--- src/rtl/prodv_mac_if.sv ---
// Stream interface of the dot-product engine: operand pairs in, accumulated results out.
// The engine takes the slave side; a producer/consumer takes the master side.
interface prodv_mac_if #(
    parameter int WIDTH = 8,
    parameter int ACC_W = 19
);
    logic             in_valid;
    logic             in_ready;
    logic [WIDTH-1:0] a;
    logic [WIDTH-1:0] b;
    logic             out_valid;
    logic             out_ready;
    logic [ACC_W-1:0] s;
    logic             ovf;

    modport master (
        output in_valid, a, b, out_ready,
        input  in_ready, out_valid, s, ovf
    );

    modport slave (
        input  in_valid, a, b, out_ready,
        output in_ready, out_valid, s, ovf
    );
endinterface

--- src/rtl/prodv_mac.sv ---
// Streaming dot-product engine: registered multiply stage feeding an accumulator that
// folds LEN products into one result, with optional signed operands and saturation.
module prodv_mac #(
    parameter int WIDTH    = 8,
    parameter int LEN      = 4,
    parameter int ACC_W    = 2*WIDTH + $clog2(LEN) + 1,
    parameter int SIGNED   = 0,
    parameter int SATURATE = 0
) (
    input  logic       clock,
    input  logic       reset,
    input  logic       clear,
    prodv_mac_if.slave bus
);
    localparam int PW    = 2*WIDTH;
    localparam int CNT_W = (LEN > 1) ? $clog2(LEN) : 1;
    localparam logic [CNT_W-1:0] CNT_LAST = CNT_W'(LEN-1);

    logic [CNT_W-1:0] cnt_r;
    logic [PW-1:0]    prod_r;
    logic             prod_v_r;
    logic             last_r;
    logic [ACC_W-1:0] acc_r;
    logic             ovf_acc_r;
    logic [ACC_W-1:0] s_r;
    logic             ovf_r;
    logic             out_valid_r;

    logic             in_ready_s;
    logic             accept_s;
    logic [PW-1:0]    ext_a_s;
    logic [PW-1:0]    ext_b_s;
    logic [PW-1:0]    prod_s;
    logic [ACC_W:0]   acc_x_s;
    logic [ACC_W:0]   prod_x_s;
    logic [ACC_W:0]   sum_s;
    logic             this_ovf_s;
    logic [ACC_W-1:0] res_s;

    // The last product in flight blocks intake so a pending result is never overwritten.
    assign in_ready_s = reset & ~clear & ~out_valid_r & ~(prod_v_r & last_r);
    assign accept_s   = bus.in_valid & in_ready_s;

    assign bus.in_ready  = in_ready_s;
    assign bus.out_valid = out_valid_r;
    assign bus.s         = s_r;
    assign bus.ovf       = ovf_r;

    // Operands widened to product width; low PW bits of the product are exact either way.
    always_comb begin
        if (SIGNED != 0) begin
            ext_a_s = {{WIDTH{bus.a[WIDTH-1]}}, bus.a};
            ext_b_s = {{WIDTH{bus.b[WIDTH-1]}}, bus.b};
        end else begin
            ext_a_s = {{WIDTH{1'b0}}, bus.a};
            ext_b_s = {{WIDTH{1'b0}}, bus.b};
        end
        prod_s = ext_a_s * ext_b_s;
    end

    // One extra bit of headroom exposes overflow of the accumulate step.
    always_comb begin
        if (SIGNED != 0) begin
            acc_x_s  = {acc_r[ACC_W-1], acc_r};
            prod_x_s = {{(ACC_W+1-PW){prod_r[PW-1]}}, prod_r};
        end else begin
            acc_x_s  = {1'b0, acc_r};
            prod_x_s = {{(ACC_W+1-PW){1'b0}}, prod_r};
        end
        sum_s = acc_x_s + prod_x_s;
        if (SIGNED != 0) begin
            this_ovf_s = sum_s[ACC_W] ^ sum_s[ACC_W-1];
        end else begin
            this_ovf_s = sum_s[ACC_W];
        end
        if (this_ovf_s && (SATURATE != 0)) begin
            if (SIGNED != 0) begin
                res_s = sum_s[ACC_W] ? {1'b1, {(ACC_W-1){1'b0}}} : {1'b0, {(ACC_W-1){1'b1}}};
            end else begin
                res_s = {ACC_W{1'b1}};
            end
        end else begin
            res_s = sum_s[ACC_W-1:0];
        end
    end

    // Product stage, accumulate stage and result holding register.
    always_ff @(posedge clock or negedge reset) begin
        if (!reset) begin
            cnt_r       <= CNT_W'(0);
            prod_r      <= PW'(0);
            prod_v_r    <= 1'b0;
            last_r      <= 1'b0;
            acc_r       <= ACC_W'(0);
            ovf_acc_r   <= 1'b0;
            s_r         <= ACC_W'(0);
            ovf_r       <= 1'b0;
            out_valid_r <= 1'b0;
        end else if (clear) begin
            cnt_r       <= CNT_W'(0);
            prod_v_r    <= 1'b0;
            acc_r       <= ACC_W'(0);
            ovf_acc_r   <= 1'b0;
            out_valid_r <= 1'b0;
        end else begin
            if (out_valid_r && bus.out_ready) begin
                out_valid_r <= 1'b0;
            end else begin
                out_valid_r <= out_valid_r;
            end

            if (accept_s) begin
                prod_r   <= prod_s;
                prod_v_r <= 1'b1;
                last_r   <= (cnt_r == CNT_LAST);
                cnt_r    <= (cnt_r == CNT_LAST) ? CNT_W'(0) : cnt_r + CNT_W'(1);
            end else begin
                prod_v_r <= 1'b0;
            end

            if (prod_v_r) begin
                if (last_r) begin
                    s_r         <= res_s;
                    ovf_r       <= ovf_acc_r | this_ovf_s;
                    out_valid_r <= 1'b1;
                    acc_r       <= ACC_W'(0);
                    ovf_acc_r   <= 1'b0;
                end else begin
                    acc_r       <= res_s;
                    ovf_acc_r   <= ovf_acc_r | this_ovf_s;
                end
            end else begin
                acc_r <= acc_r;
            end
        end
    end
endmodule
--- src/flat_wrapper.sv ---
// flat-port wrapper written by rule: the top's interface ports become plain ports
module prodv_mac_flat 
#(
    parameter int WIDTH    = 8,
    parameter int LEN      = 4,
    parameter int ACC_W    = 2*WIDTH + $clog2(LEN) + 1,
    parameter int SIGNED   = 0,
    parameter int SATURATE = 0
)
  (clock, reset, clear, bus_in_valid, bus_a, bus_b, bus_out_ready, bus_in_ready, bus_out_valid, bus_s, bus_ovf);
  prodv_mac_if #(.WIDTH(WIDTH), .ACC_W(ACC_W)) bus_i ();
  input  logic clock;
  input  logic reset;
  input  logic clear;
  input wire logic [$bits(bus_i.in_valid)-1:0] bus_in_valid;
  input wire logic [$bits(bus_i.a)-1:0] bus_a;
  input wire logic [$bits(bus_i.b)-1:0] bus_b;
  input wire logic [$bits(bus_i.out_ready)-1:0] bus_out_ready;
  output wire logic [$bits(bus_i.in_ready)-1:0] bus_in_ready;
  output wire logic [$bits(bus_i.out_valid)-1:0] bus_out_valid;
  output wire logic [$bits(bus_i.s)-1:0] bus_s;
  output wire logic [$bits(bus_i.ovf)-1:0] bus_ovf;
  assign bus_i.in_valid = bus_in_valid;
  assign bus_i.a = bus_a;
  assign bus_i.b = bus_b;
  assign bus_i.out_ready = bus_out_ready;
  assign bus_in_ready = bus_i.in_ready;
  assign bus_out_valid = bus_i.out_valid;
  assign bus_s = bus_i.s;
  assign bus_ovf = bus_i.ovf;
  prodv_mac #(.WIDTH(WIDTH), .LEN(LEN), .ACC_W(ACC_W), .SIGNED(SIGNED), .SATURATE(SATURATE)) u_core (.clock(clock), .reset(reset), .clear(clear), .bus(bus_i));
endmodule
--- config.mk ---
export PLATFORM = sky130hd
export DESIGN_NAME = prodv_mac_flat
export DESIGN_NICKNAME = d
export VERILOG_FILES = /design/src/rtl/prodv_mac_if.sv /design/src/rtl/prodv_mac.sv /design/src/flat_wrapper.sv
export SDC_FILE = /design/constraint.sdc
export NUM_CORES = 1
export LEC_CHECK = 0
export ABC_AREA = 1
export CAP_MARGIN = 20
export CORE_AREA = 4 4 117 119
export DETAILED_ROUTE_END_ITERATION = 16
export DIE_AREA = 0 0 121 123
export SLEW_MARGIN = 15
export SYNTH_ARGS = -nofsm -noshare
export SYNTH_HDL_FRONTEND = slang
export SYNTH_SLANG_ARGS = --single-unit
--- constraint.sdc ---
create_clock -name clock -period 2.2 [get_ports clock]
set_clock_uncertainty 0.2 [all_clocks]
set_input_delay 0.44 -clock clock [delete_from_list [all_inputs] [get_ports clock]]
set_output_delay 0.44 -clock clock [all_outputs]
set_load 0.1 [all_outputs]
==> results.txt <==
- Setup violations remaining at the end of the flow were counted as 13.
* Static leakage power: 4.164 nW
- Gate count of the mapped netlist: 761
- The biggest area contributor in the post-synthesis netlist is dfrtp_1.
- After synthesis, the share of flip-flops with an asynchronous set or reset is 100.0%.
* Measured slew at the worst slew-check pin: 0.7495 ns
- Number of DRC markers in iteration 0: 192
* Clock-pin slew of the registers on the worst-case setup and hold paths: 0.05 ns
* Crit path max-delay cell type: fa_1
* Num rows: 41
- Final routed wire length divided by cell count: 12.22 microns
* Antenna violation net count after detailed routing: 0
* Layout overhead on the synthesized area: 30.07%
* Maximum number of pins on one net before global-route repair: 62
* Effective utilization at floorplan: 44.13%
* Post-synthesis cell type count: 32
* Post-synthesis net count: 872
- Number of nets in the layout: 961
- Vert. Die Dim: 123 microns
- After synthesis, the cell types taking the most area are dfrtp_1 (28%), nand2_1 (18%), fa_1 (13%), ha_1 (12%), inv_1 (9.9%).
- Arrival time at the worst endpoint: 3.73 ns
- Worst slack on hold paths: 0.09687 ns
- H-tree depth: 3
- The worst setup path is launched from an input pin.
- Fraction of final layout cells sized beyond drive strength 1: 25.41%
- Post-Route WL: 12,540 microns
* Share of the core filled with cells in the final layout: 57.40%
- In the global route stage, overall resource usage came out at 18.46%.
* Cells along the critical path: buf_8, buf_6, nand2_2, inv_2, fa_1, inv_1, fa_1, fa_1, inv_1, fa_1, ha_4, nand2_2, nor2_1, nand2_1, nand2_2, nand3_2, nand2_1, nand2_1, nand3_1, nand2_1
* Delay of the slowest critical-path stage: 0.51 ns
- For this run, the detailed router's first-pass iteration total came to 4.
- Of all nets on the critical path, the largest fanout is 4.
- Maximum capacitance violations: 0
- TritonCTS clock tree: built
* Setup repair after global routing missed its margin: yes
* Max_slew headroom: 50.03%
- Yosys printed 0 warnings.
* Overflow after GRT: 0
- The run finished, with violations left.
* Worst Setup Path Type: input pin to flop
- Total power density per cell area: 983.5 nW/um^2
- Synth Flop Type: dfrtp_1
- Summed over all nets, the half-perimeter wirelength after detailed placement is 10,340 microns.
- Number of antenna violations at the first check in global routing: 0
- The die covers 14,880 sq um.
- Timing would allow up to 269.6 MHz.
* Crit path required time: 2.22 ns
- Most common cell after layout, fill and taps aside: nand2_1
- In the routed layout, each cell is associated on average with a via count of 4.704.
* First-pass GRT wire length: 22,240 microns
* Insertion delay to the later sink of the worst-skew pair: 0.33 ns
- The checks that failed: negative setup slack.
- After synthesis, flip-flops and latches occupy 27.52% of the total area.
- The congestion estimate from routability-driven global placement came to 0.8631.
- Shortest clock period the worst path allows after layout: 3.710 ns
- Worst hold path type: input pin to asynchronous set/reset pin
- In the routed design, unresolved DRC markers number 0.
* Core area: 12,570 sq um
* Hold buffers post-CTS: 0
- The final number of max-transition violations came to 0.
* Clk Tree Root Cell: clkbuf_16
- Final Worst Setup Slack: -1.510 ns
* Final-report hold violation count: 0
- Buffer depth of the longest clock path: 2
- Area fraction of the dominant cell type after synthesis: 27.52%
- Synthesis inferred 61 register bits.
- Post-synthesis area per instance: 7.289 sq um
- In this run, synthesis inferred 0 flip-flops with an integrated enable.
* Width of the die: 121 microns
- 0 antenna diodes ended up in the layout.
* CTS Buf Count: 9
* Maximum vdd ir drop: 0.0003506 V
- The library cells used most frequently in the layout, excluding fill and tap cells, are nand2_1 (237), inv_1 (124), buf_4 (70).
* Vias in the first global route: 4,989
- IO Pins: 43
- Total standard cell area after synthesis: 5547 sq um
- Vias: 4,826
* Number of buffer cells added on primary ports: 42
* Crit. End Element: flop
* Number of sinks handled by clock tree synthesis: 61
* Period utilisation layout: 168.6%
[layer usage]
layer	wire length [microns]	up-vias	global-route usage, %
li1	-	2491	-
met1	5447	2235	21.91
met2	6442	79	34.21
met3	388	21	2.562
met4	262	0	6.374
met5	0	-	0
[where the power goes]
part | switching, W | leakage [nW] | internal, W
Clock | 0.000440 | 0.135 | 0.000810
Sequential | 0.000158 | 0.809 | 0.00138
Combinational | 0.00261 | 3.22 | 0.00170
[path summary, 6_finish.rpt]
path                                       start              endpoint  slack (ns)  cells after the start
worst max register to register  u_core.prod_r[0]      u_core.bus.s[12]        0.17                     10
min in group clock              u_core.bus.s[15]      u_core.bus.s[15]        0.27                      2
worst max-delay path                    bus_b[3]     u_core.prod_r[12]       -1.51                     20
max in group asynchronous                  reset  u_core.bus.out_valid        1.19                      2
worst min register to register  u_core.bus.s[15]      u_core.bus.s[15]        0.27                      2
worst min-delay path                       reset       u_core.bus.s[5]         0.1                      2
[per-stage QoR]
step	setup slack [ns]	cell area, sq um	cells	TNS [ns]	total power, W
floorplan	-1.675	5827	761	-18.03	0.004488
CTS	-1.517	7046	1025	-15.78	0.007015
global placement	-2.330	6605	1007	-26.87	0.005449
finish	-1.510	7214	1026	-15.64	0.007095
detailed placement	-2.350	6605	1007	-27.19	0.005512
global route	-1.625	7214	1026	-16.95	0.007677
[repair_timing]
action | CTS | global route
resized for setup | 129 | 50
cloned | 0 | 0
setup endpoints to repair | 14 | 19
setup buffers | 3 | 3
pin swaps | 47 | 32
[cell families after synthesis]
| kind of cell | Yosys count | share of synthesized area (%) |
|---|---|---|
| AO/OA/AOI/OAI | 58 | 5.775 |
| XOR/XNOR | 15 | 2.368 |
| adder cells (fa/ha/maj) | 90 | 25.31 |
| buffers and inverters | 174 | 12.09 |
| flip-flops | 61 | 27.52 |
| AND/OR/NAND/NOR | 363 | 26.93 |
[final cells by class]
class                           instances  area [sq um]
Sequential cell                        61          1528
Multi-Input combinational cell        526          3735
Clock buffer                           13         260.3
Inverter                              148         555.5
Tap cell                              172         215.2
Fill cell                            1178          5354
Clock inverter                          2         10.01
Timing Repair Buffer                  104         910.9
[state kept, by name (all words and copies together), names as in the netlist]
signal / flops
u_core.last_r: 1
u_core.bus.s: 19
u_core.acc_r: 19
u_core.prod_v_r: 1
u_core.cnt_r: 2
u_core.ovf_acc_r: 1
u_core.prod_r: 16
u_core.bus.ovf: 1
u_core.bus.out_valid: 1
[synth_stat cells, types with 3 or more instances]
cell and n:
nand2_2 3, nand3b_1 8, o21ai_1 3, nand2_1 271
nand3_2 4, buf_4 3, a21oi_1 18, xor2_1 4
clkbuf_1 18, nor3_1 6, nand3_1 39, dfrtp_1 61
nor2_1 27, buf_2 5, ha_1 53, o21ai_0 26
inv_1 146, xnor2_1 11, fa_1 37
[critical path, delay by kind of cell]
family,cells,cell delay (ns)
adders and majority gates,5,2.22
and+or+nand+nor,10,0.72
buffers and inverters,5,0.36
(Power assumes the default switching activity.)
